### src/rtl/hci_outstanding_arbiter.sv
// hci_outstanding_arbiter: round-robin share of one HCI-Outstanding target port among N_INIT initiators.
// Latency: request and response paths are both combinational (zero cycles). A route FIFO returns in-order responses.
// Backpressure: grants stop when the route FIFO is full (registered count). Target response ready follows the ready of the head initiator.
// Optional macro HCI_OUTSTANDING_ARB_PERF_EN adds grant and stall performance counters.
module hci_outstanding_arbiter #(
  parameter int unsigned N_INIT    = 4,
  parameter int unsigned AW        = 32,
  parameter int unsigned DW        = 64,
  parameter int unsigned MAX_OUTST = 8
) (
  input  logic                      clk_i,
  input  logic                      rst_i,
  input  logic                      clear_i,
  input  logic                      enable_i,
  input  logic [N_INIT-1:0]         init_req_valid_i,
  output logic [N_INIT-1:0]         init_req_ready_o,
  input  logic [N_INIT*AW-1:0]      init_req_add_i,
  input  logic [N_INIT-1:0]         init_req_wen_i,
  input  logic [N_INIT*DW/8-1:0]    init_req_be_i,
  input  logic [N_INIT*DW-1:0]      init_req_data_i,
  output logic [N_INIT-1:0]         init_resp_valid_o,
  input  logic [N_INIT-1:0]         init_resp_ready_i,
  output logic [DW-1:0]             init_resp_data_o,
  output logic                      tgt_req_valid_o,
  input  logic                      tgt_req_ready_i,
  output logic [AW-1:0]             tgt_req_add_o,
  output logic                      tgt_req_wen_o,
  output logic [DW/8-1:0]           tgt_req_be_o,
  output logic [DW-1:0]             tgt_req_data_o,
  input  logic                      tgt_resp_valid_i,
  output logic                      tgt_resp_ready_o,
  input  logic [DW-1:0]             tgt_resp_data_i,
  output logic [$clog2(MAX_OUTST):0] outst_cnt_o,
  output logic                      err_o
`ifdef HCI_OUTSTANDING_ARB_PERF_EN
  ,
  output logic [31:0]               perf_gnt_cnt_o,
  output logic [31:0]               perf_stall_cnt_o
`endif
);

  localparam int unsigned IW  = (N_INIT > 1) ? $clog2(N_INIT) : 1;
  localparam int unsigned FAW = (MAX_OUTST > 1) ? $clog2(MAX_OUTST) : 1;
  localparam int unsigned CW  = $clog2(MAX_OUTST) + 1;
  localparam int unsigned BW  = DW / 8;
  localparam logic [IW:0] N_L = (IW+1)'(N_INIT);

  // Arbitration state: round-robin pointer and the offered-but-unaccepted winner.
  logic [IW-1:0]  ptr_q, ptr_d;
  logic           lock_q, lock_d;
  logic [IW-1:0]  lock_idx_q, lock_idx_d;

  // Route FIFO: winner index of every accepted request, popped by responses.
  logic [IW-1:0]  route_q [MAX_OUTST];
  logic [FAW-1:0] wr_q, wr_d, rd_q, rd_d;
  logic [CW-1:0]  cnt_q, cnt_d;
  logic           err_q, err_d;

  logic           full, empty, arb_en;
  logic           win_found;
  logic [IW-1:0]  win_idx;
  logic [IW:0]    sum;
  logic [IW-1:0]  head;
  logic           push, pop;

  assign full   = (cnt_q == CW'(MAX_OUTST));
  assign empty  = (cnt_q == '0);
  assign arb_en = enable_i & ~full & ~rst_i;
  assign head   = route_q[rd_q];

  // Winner selection: a held winner keeps priority, otherwise first requester at or after ptr.
  always_comb begin
    win_found = 1'b0;
    win_idx   = '0;
    sum       = '0;
    if (lock_q && init_req_valid_i[lock_idx_q]) begin
      win_found = 1'b1;
      win_idx   = lock_idx_q;
    end else begin
      for (int k = 0; k < N_INIT; k++) begin
        sum = {1'b0, ptr_q} + (IW+1)'(k);
        if (sum >= N_L) sum = sum - N_L;
        if (!win_found && init_req_valid_i[sum[IW-1:0]]) begin
          win_found = 1'b1;
          win_idx   = sum[IW-1:0];
        end
      end
    end
  end

  assign tgt_req_valid_o = arb_en & win_found;
  assign push            = tgt_req_valid_o & tgt_req_ready_i;

  // Forward the winner's fields to the target and its grant back; all zero when idle.
  always_comb begin
    tgt_req_add_o    = '0;
    tgt_req_wen_o    = 1'b0;
    tgt_req_be_o     = '0;
    tgt_req_data_o   = '0;
    init_req_ready_o = '0;
    for (int i = 0; i < N_INIT; i++) begin
      if (tgt_req_valid_o && (win_idx == IW'(i))) begin
        tgt_req_add_o       = init_req_add_i[i*AW +: AW];
        tgt_req_wen_o       = init_req_wen_i[i];
        tgt_req_be_o        = init_req_be_i[i*BW +: BW];
        tgt_req_data_o      = init_req_data_i[i*DW +: DW];
        init_req_ready_o[i] = tgt_req_ready_i;
      end
    end
  end

  // Steer the target response to the FIFO head; an empty FIFO swallows stray responses.
  always_comb begin
    init_resp_valid_o = '0;
    tgt_resp_ready_o  = 1'b1;
    if (!rst_i && !empty) begin
      tgt_resp_ready_o = init_resp_ready_i[head];
      for (int i = 0; i < N_INIT; i++) begin
        if (head == IW'(i)) init_resp_valid_o[i] = tgt_resp_valid_i;
      end
    end
  end

  assign init_resp_data_o = tgt_resp_data_i;
  assign pop              = tgt_resp_valid_i & ~empty & tgt_resp_ready_o;

  // Next-state for pointer, lock, FIFO pointers, occupancy and sticky error.
  always_comb begin
    ptr_d      = ptr_q;
    lock_d     = tgt_req_valid_o & ~tgt_req_ready_i;
    lock_idx_d = win_idx;
    wr_d       = wr_q;
    rd_d       = rd_q;
    cnt_d      = cnt_q;
    err_d      = err_q | (tgt_resp_valid_i & empty);
    if (push) begin
      ptr_d = (win_idx == IW'(N_INIT-1)) ? '0 : win_idx + IW'(1);
      wr_d  = wr_q + FAW'(1);
    end
    if (pop) rd_d = rd_q + FAW'(1);
    case ({push, pop})
      2'b10:   cnt_d = cnt_q + CW'(1);
      2'b01:   cnt_d = cnt_q - CW'(1);
      default: cnt_d = cnt_q;
    endcase
  end

  // Control registers; reset dominates clear.
  always_ff @(posedge clk_i) begin
    if (rst_i || clear_i) begin
      ptr_q      <= '0;
      lock_q     <= 1'b0;
      lock_idx_q <= '0;
      wr_q       <= '0;
      rd_q       <= '0;
      cnt_q      <= '0;
      err_q      <= 1'b0;
    end else begin
      ptr_q      <= ptr_d;
      lock_q     <= lock_d;
      lock_idx_q <= lock_idx_d;
      wr_q       <= wr_d;
      rd_q       <= rd_d;
      cnt_q      <= cnt_d;
      err_q      <= err_d;
    end
  end

  // Route FIFO storage; contents are meaningless outside the rd..wr window.
  always_ff @(posedge clk_i) begin
    if (push) route_q[wr_q] <= win_idx;
  end

  assign outst_cnt_o = cnt_q;
  assign err_o       = err_q;

`ifdef HCI_OUTSTANDING_ARB_PERF_EN
  logic [31:0] perf_gnt_q, perf_stall_q;

  // Saturating counters of grants and of cycles where a request waited without a grant.
  always_ff @(posedge clk_i) begin
    if (rst_i || clear_i) begin
      perf_gnt_q   <= '0;
      perf_stall_q <= '0;
    end else begin
      if (push && (perf_gnt_q != 32'hFFFF_FFFF)) perf_gnt_q <= perf_gnt_q + 32'd1;
      if ((|init_req_valid_i) && !push && (perf_stall_q != 32'hFFFF_FFFF))
        perf_stall_q <= perf_stall_q + 32'd1;
    end
  end

  assign perf_gnt_cnt_o   = perf_gnt_q;
  assign perf_stall_cnt_o = perf_stall_q;
`else
  // Performance counters are not built in this configuration.
`endif

endmodule

### config.mk
export PLATFORM = sky130hd
export DESIGN_NAME = hci_outstanding_arbiter
export DESIGN_NICKNAME = d
export VERILOG_FILES = /design/src/rtl/hci_outstanding_arbiter.sv
export SDC_FILE = /design/constraint.sdc
export NUM_CORES = 1
export LEC_CHECK = 0
export CORE_AREA = 4 4 263 265
export DETAILED_ROUTE_END_ITERATION = 7
export DIE_AREA = 0 0 267 269
export SLEW_MARGIN = 0
export SYNTH_ARGS = -nofsm -noshare
export SYNTH_HDL_FRONTEND = slang
export SYNTH_SLANG_ARGS = --single-unit
### constraint.sdc
create_clock -name clk_i -period 6.25 [get_ports clk_i]
set_clock_uncertainty 0.1 [all_clocks]
set_input_delay 1.25 -clock clk_i [delete_from_list [all_inputs] [get_ports clk_i]]
set_output_delay 1.25 -clock clk_i [all_outputs]
set_load 0.01 [all_outputs]
# Yosys cells after proc, flatten, opt, wreduce, memory -nomap -nowiden
# Memory sizes are Yosys's and may differ from the RTL's. A register that Yosys moved wholly into a read port is not among the register bits.
# Index checks and enable logic that the tools add are counted.
# totals
wordCells	136
mem_bits_rw	16
inputBits	498
reg_bits	16
n_memories	1
# mem_list
name	words	width	read_ports	rd_ports_with_merged_regs	wr	line	source
route_q	8	2	1	1	1	54	logic [IW-1:0] route_q [MAX_OUTST];
# classes
n_lt_le_gt_ge	10
eq_ne	9
n_reduce_logical	19
addsub	12
n_bitwise	13
mux	65
# op_table
operator	count
64-bit 2-to-1 mux	4
32-bit 2-to-1 mux	4
8-bit 2-to-1 mux	4
1-bit 2-to-1 mux	29
2-bit 2-to-1 mux	14
2-bit by 3-bit less-than comparator with 1-bit output (second input constant)	6
1-bit binary-select mux with 2-bit select	6
2-bit == test (second input constant)	5
3-bit >= comparator (second input constant)	3
1-bit logical AND	9
1-bit AND	8
4-bit case mux with 2 select lines	1
2-bit by 1-bit subtractor with 2-bit output (second input constant)	4
2-bit by 2-bit adder with 3-bit output (second input constant)	2
3-bit by 1-bit adder with 3-bit output (second input constant)	2
2-bit by 1-bit == test with 1-bit output (second input constant)	3
3-bit 2-to-1 mux	2
1-bit logical NOT	5
4-bit by 1-bit adder with 4-bit output (second input constant)	1
4-bit == test (second input constant)	1
2-bit logical NOT	2
4-bit logical NOT	1
4-bit 2-to-1 mux	1
1-bit NOT	4
7 further kinds	7

# Longest topological paths before layout
# logic_depth
word_depth	26
ltp_mapped	13

# Worst setup path before layout
# No wires, ideal clock.
# synth_timing
path_kind	in2out
start	input init_req_valid_i[3]
end	output tgt_req_add_o[10]
stages	13
required_ns	4.900
arrival_time_ns	3.981
setup_slack_ns	0.919
path_cell_list	mux4_2 nand2_1 a41oi_1 inv_1 ha_1 clkbuf_1 clkbuf_1 clkbuf_1 buf_1 a221oi_1 nor3_1 a21oi_1 nor2_1
# synth_via
elab_chain_len	22
word_cells_on_any_way	43
# synth_lines
item	line	source
start: declaration	15	input logic [N_INIT-1:0] init_req_valid_i,
1-bit binary-select mux with 2-bit select	83	if (!win_found && init_req_valid_i[sum[IW-1:0]]) begin
1-bit 2-to-1 mux (not written as such)	83	
1-bit 2-to-1 mux	83	
1-bit 2-to-1 mux	76	if (lock_q && init_req_valid_i[lock_idx_q]) begin
1-bit logical NOT	83	
1-bit logical AND	83	
1-bit 2-to-1 mux	83	
1-bit 2-to-1 mux	76	
[5 not listed]	--	
1-bit logical AND	83	
2-bit 2-to-1 mux	83	
2-bit 2-to-1 mux *	76	
net lock_idx_d[0]	51	logic [IW-1:0] lock_idx_q, lock_idx_d;
2-bit logical NOT	102	if (tgt_req_valid_o && (win_idx == IW'(i))) begin
1-bit logical AND	102	
32-bit 2-to-1 mux (3 in a row)	102	
32-bit 2-to-1 mux *	102	
end: declaration	26	output logic [AW-1:0] tgt_req_add_o,
# The timed path passes the listed nets; every way through them passes the cells marked *. The select of a mux whose other input is x is not followed.

# Worst setup path after layout
# layout_timing
start	input init_req_valid_i[3]
end	output tgt_req_add_o[13]
# The elaborated chain is that of the path after synthesis.

==> impl_metrics.ini <==
[clocking]
clk_path_buf_depth = 2
cts-htree-levels = 2
root_driver = sky130_fd_sc_hd__clkbuf_16
cts-buffers-inserted = 5
insertion_delay_ns = 0.28
tritoncts = built
clock_sinks = 35
clk_pin_slew_ns = 0.06

[worst_setup_path]
crit_path_max_fanout = 28
worstSetupPathType = primary input to output port
arrival_time_worst_endpoint_ns = 4.73
critPathCaptureType = output port
worst-endpoint-required_ns = 4.90
setup.worst_path.start_class = primary input

[timing]
slew_viol_final = 0
timing.max_slew.rel_slack = 0.616
worst_slew_pin_slew_ns = 0.574
setup_violations = 0
finalCritPeriodShare = 0.973
tns_ns = 0
min_period_ns = 6.08
timing.final.hold_violations = 0
fmax_mhz = 164

[finish]
layout-drive-gt1-share = 0.0688
layout-area-overhead-vs-synth_pct = 108
final_nets = 1916

[logic_synthesis]
synth-warning-count = 0
synth-async-reset-ratio = 0
synth.area.top_cells = sky130_fd_sc_hd__nor2b_1 21%, sky130_fd_sc_hd__a221oi_1 15%, sky130_fd_sc_hd__nor3_1 8.9%
cell_area_synth_sq_mm = 0.00625
postSynthAreaPerCell_sq_um = 6.61
postSynthCellCount = 946
synth_top_cell_by_area = sky130_fd_sc_hd__nor2b_1
synthFlopType = sky130_fd_sc_hd__dfxtp_1
synthesis.nets = 1453
top_cell_type_s_share_of_synthesized_area = 0.212
seq_area_frac_synth = 0.138
synth-edff-count = 16
synth.distinct_cells = 42
ys_seq_elements = 35

[floorplan]
fp.dieArea_sq_mm = 0.0718
ioPinCount = 682
row_count = 95
initial_utilization = 0.0936
design.core.area_sq_mm = 0.0668
floorplan.die.height_um = 269
die_w_um = 267

[drt]
route.final.wire_length_um = 43400
avgRoutedWirePerCell_um = 19.0
ant_nets = 0
detailedRoute.firstIterationViolations = 416
post_drt_via_cell_ratio = 3.81
drt_first_pass_iters = 7
via_count = 8709
drc = 0

[worst_hold_path]
hold_path_class = register to register

[run_status]
run_status = finished clean

[place]
io_buffer_count = 553
post-dp-hpwl_um = 36700
routabilityCongestion = 0.890

[power]
report.power.total_mw = 1.50
p_leak_nw = 4.47
worst_ir_drop_vdd_mv = 0.114
power_density_mw_per_mm2 = 115

[grt]
vias_in_the_first_global_route = 8617
first_pass_grt_wire_length_um = 57400
grt_util_all_layers = 0.108
grt_overflow = 0
grt_antenna_before_repair = 12
grt_max_degree = 105

[run]
timing.max_cap.violations = 0
## critical path, stage by stage
cell and delay (ns):
sky130_fd_sc_hd__clkdlybuf4s50_1 0.48, sky130_fd_sc_hd__mux4_2 0.52, sky130_fd_sc_hd__and3_1 0.21, sky130_fd_sc_hd__a41oi_2 0.22, sky130_fd_sc_hd__inv_1 0.12, sky130_fd_sc_hd__ha_4 0.23
sky130_fd_sc_hd__buf_4 0.17, sky130_fd_sc_hd__clkbuf_16 0.20, sky130_fd_sc_hd__a221oi_1 0.31, sky130_fd_sc_hd__nor3_1 0.07, sky130_fd_sc_hd__a21oi_1 0.35, sky130_fd_sc_hd__nor2_1 0.07
sky130_fd_sc_hd__clkdlybuf4s50_1 0.50
## cells in the final DEF, fill, tap and decap left out, types with 2 or more instances in the layout
master                            synthesis  layout
sky130_fd_sc_hd__a21o_1                   2       2
sky130_fd_sc_hd__o21bai_1                 2       2
sky130_fd_sc_hd__mux2_1                   4       4
sky130_fd_sc_hd__mux2i_1                  6       6
sky130_fd_sc_hd__nor3_1                 111     109
sky130_fd_sc_hd__buf_12                   0      14
sky130_fd_sc_hd__a221oi_2                 0       4
sky130_fd_sc_hd__clkdlybuf4s50_1          0     550
sky130_fd_sc_hd__ha_1                     9       5
sky130_fd_sc_hd__inv_1                    4       4
sky130_fd_sc_hd__mux4_2                   5       5
sky130_fd_sc_hd__o21ai_0                  2       2
sky130_fd_sc_hd__ha_4                     0       4
sky130_fd_sc_hd__nor4_1                   4       4
sky130_fd_sc_hd__xor2_1                   5       5
sky130_fd_sc_hd__nor2_1                 125     125
sky130_fd_sc_hd__nand3_1                  3       3
sky130_fd_sc_hd__nor3_2                   0       2
sky130_fd_sc_hd__nor2b_1                212     212
sky130_fd_sc_hd__diode_2                  0       2
sky130_fd_sc_hd__edfxtp_1                16      16
sky130_fd_sc_hd__or3_1                    3       3
sky130_fd_sc_hd__clkbuf_16                0       6
sky130_fd_sc_hd__or2_2                    2       2
sky130_fd_sc_hd__nand2b_1                 3       3
sky130_fd_sc_hd__a31oi_1                  2       2
sky130_fd_sc_hd__a221oi_1               105     101
sky130_fd_sc_hd__nand2_1                 13      13
sky130_fd_sc_hd__dfxtp_1                 19      19
sky130_fd_sc_hd__a21oi_1                109     108
sky130_fd_sc_hd__and3_1                   6       6
sky130_fd_sc_hd__buf_4                   64      50
## metal layers
metal  global-route usage  part of all wire  up-vias
li1                     -                 -     4247
met1                0.122              0.38     3905
met3               0.0641              0.14       56
met2                0.177              0.45      485
met5                    0            0.0021        -
met4               0.0220             0.022       16
## kinds of logic (layout without fill, tap and decap cells)
kind of cell / after synthesis / in the layout / share of synthesized area
XOR/XNOR: 6 / 6 / 0.00840
other: 0 / 2 / 0
AND/OR/NAND/NOR: 487 / 487 / 0.410
AO/OA/AOI/OAI: 228 / 228 / 0.251
buffers and inverters: 165 / 629 / 0.139
adder cells (fa/ha/maj): 9 / 9 / 0.0180
multiplexers: 16 / 16 / 0.0366
flip-flops: 35 / 35 / 0.138
## synth_stat cells (all sizes together) (2+ instances only)
cell type / n
edfxtp: 16
inv: 5
nand3: 3
mux2i: 6
nor2b: 212
a31oi: 2
nand2b: 3
nand2: 14
or2: 2
ha: 9
or3: 3
mux4: 5
a21o: 2
buf: 71
o21bai: 2
dfxtp: 19
and3: 6
a221oi: 105
nor3: 111
clkbuf: 89
xor2: 5
mux2: 5
nor4: 4
nor2: 125
a21oi: 109
o21ai: 2
## final timing paths
path,cells after the start,to,slack [ns],startpoint
setup / recovery,13,tgt_req_add_o[13],0.17,init_req_valid_i[3]
hold / removal,2,err_o,0.38,err_o
setup reg to reg,12,outst_cnt_o[2],2.62,register
hold reg to reg,2,err_o,0.38,err_o
## cell type report
type | count | area (sq um)
fillers | 7518 | 53800
repair buffers | 616 | 6210
multi-input cells | 746 | 4620
well taps | 873 | 1090
flip-flops and latches | 35 | 861
clock buffers | 5 | 125
clock inverters | 3 | 46.3
inverters | 5 | 18.8
diodes | 2 | 5.00
## repair_timing
| item | CTS | global route |
|---|---|---|
| gates cloned | 0 | 1 |
| hold buffers | 0 | 0 |
| setup buffers | 0 | 2 |
| resized for setup | 2 | 7 |
| endpoints found under the setup margin | 2 | 27 |
| pin swaps | 0 | 1 |
## metrics by stage
step / cells / setup slack (ns) / utilization / instance area [sq um] / hold slack [ns]
floorplan: 946 / 0.919 / - / 6250 / 0.358
global placement: 2272 / -0.0730 / 0.190 / 12700 / 0.356
finish: 2285 / 0.168 / 0.194 / 13000 / 0.382
CTS: 2280 / 0.0203 / 0.193 / 12900 / 0.388
global route: 2283 / -0.00728 / 0.194 / 13000 / 0.403
detailed placement: 2272 / -0.0423 / 0.190 / 12700 / 0.374
## flip-flops by register name (all words and copies together) (netlist names), named ones only
register     cells
ptr_q            2
outst_cnt_o      4
err_o            1
lock_q           1
route_q         16
wr_q             3
rd_q             3
lock_idx_q       2
## power breakdown
part           internal [mW]  total (mW)  leakage (nW)  switching [mW]
sequential             0.242       0.244         0.299         0.00194
clock                  0.189       0.288        0.0804          0.0987
combinational          0.545       0.968          4.09           0.423
total                  0.977        1.50          4.47           0.523
Note: power is estimated with default switching activity, not from simulation.
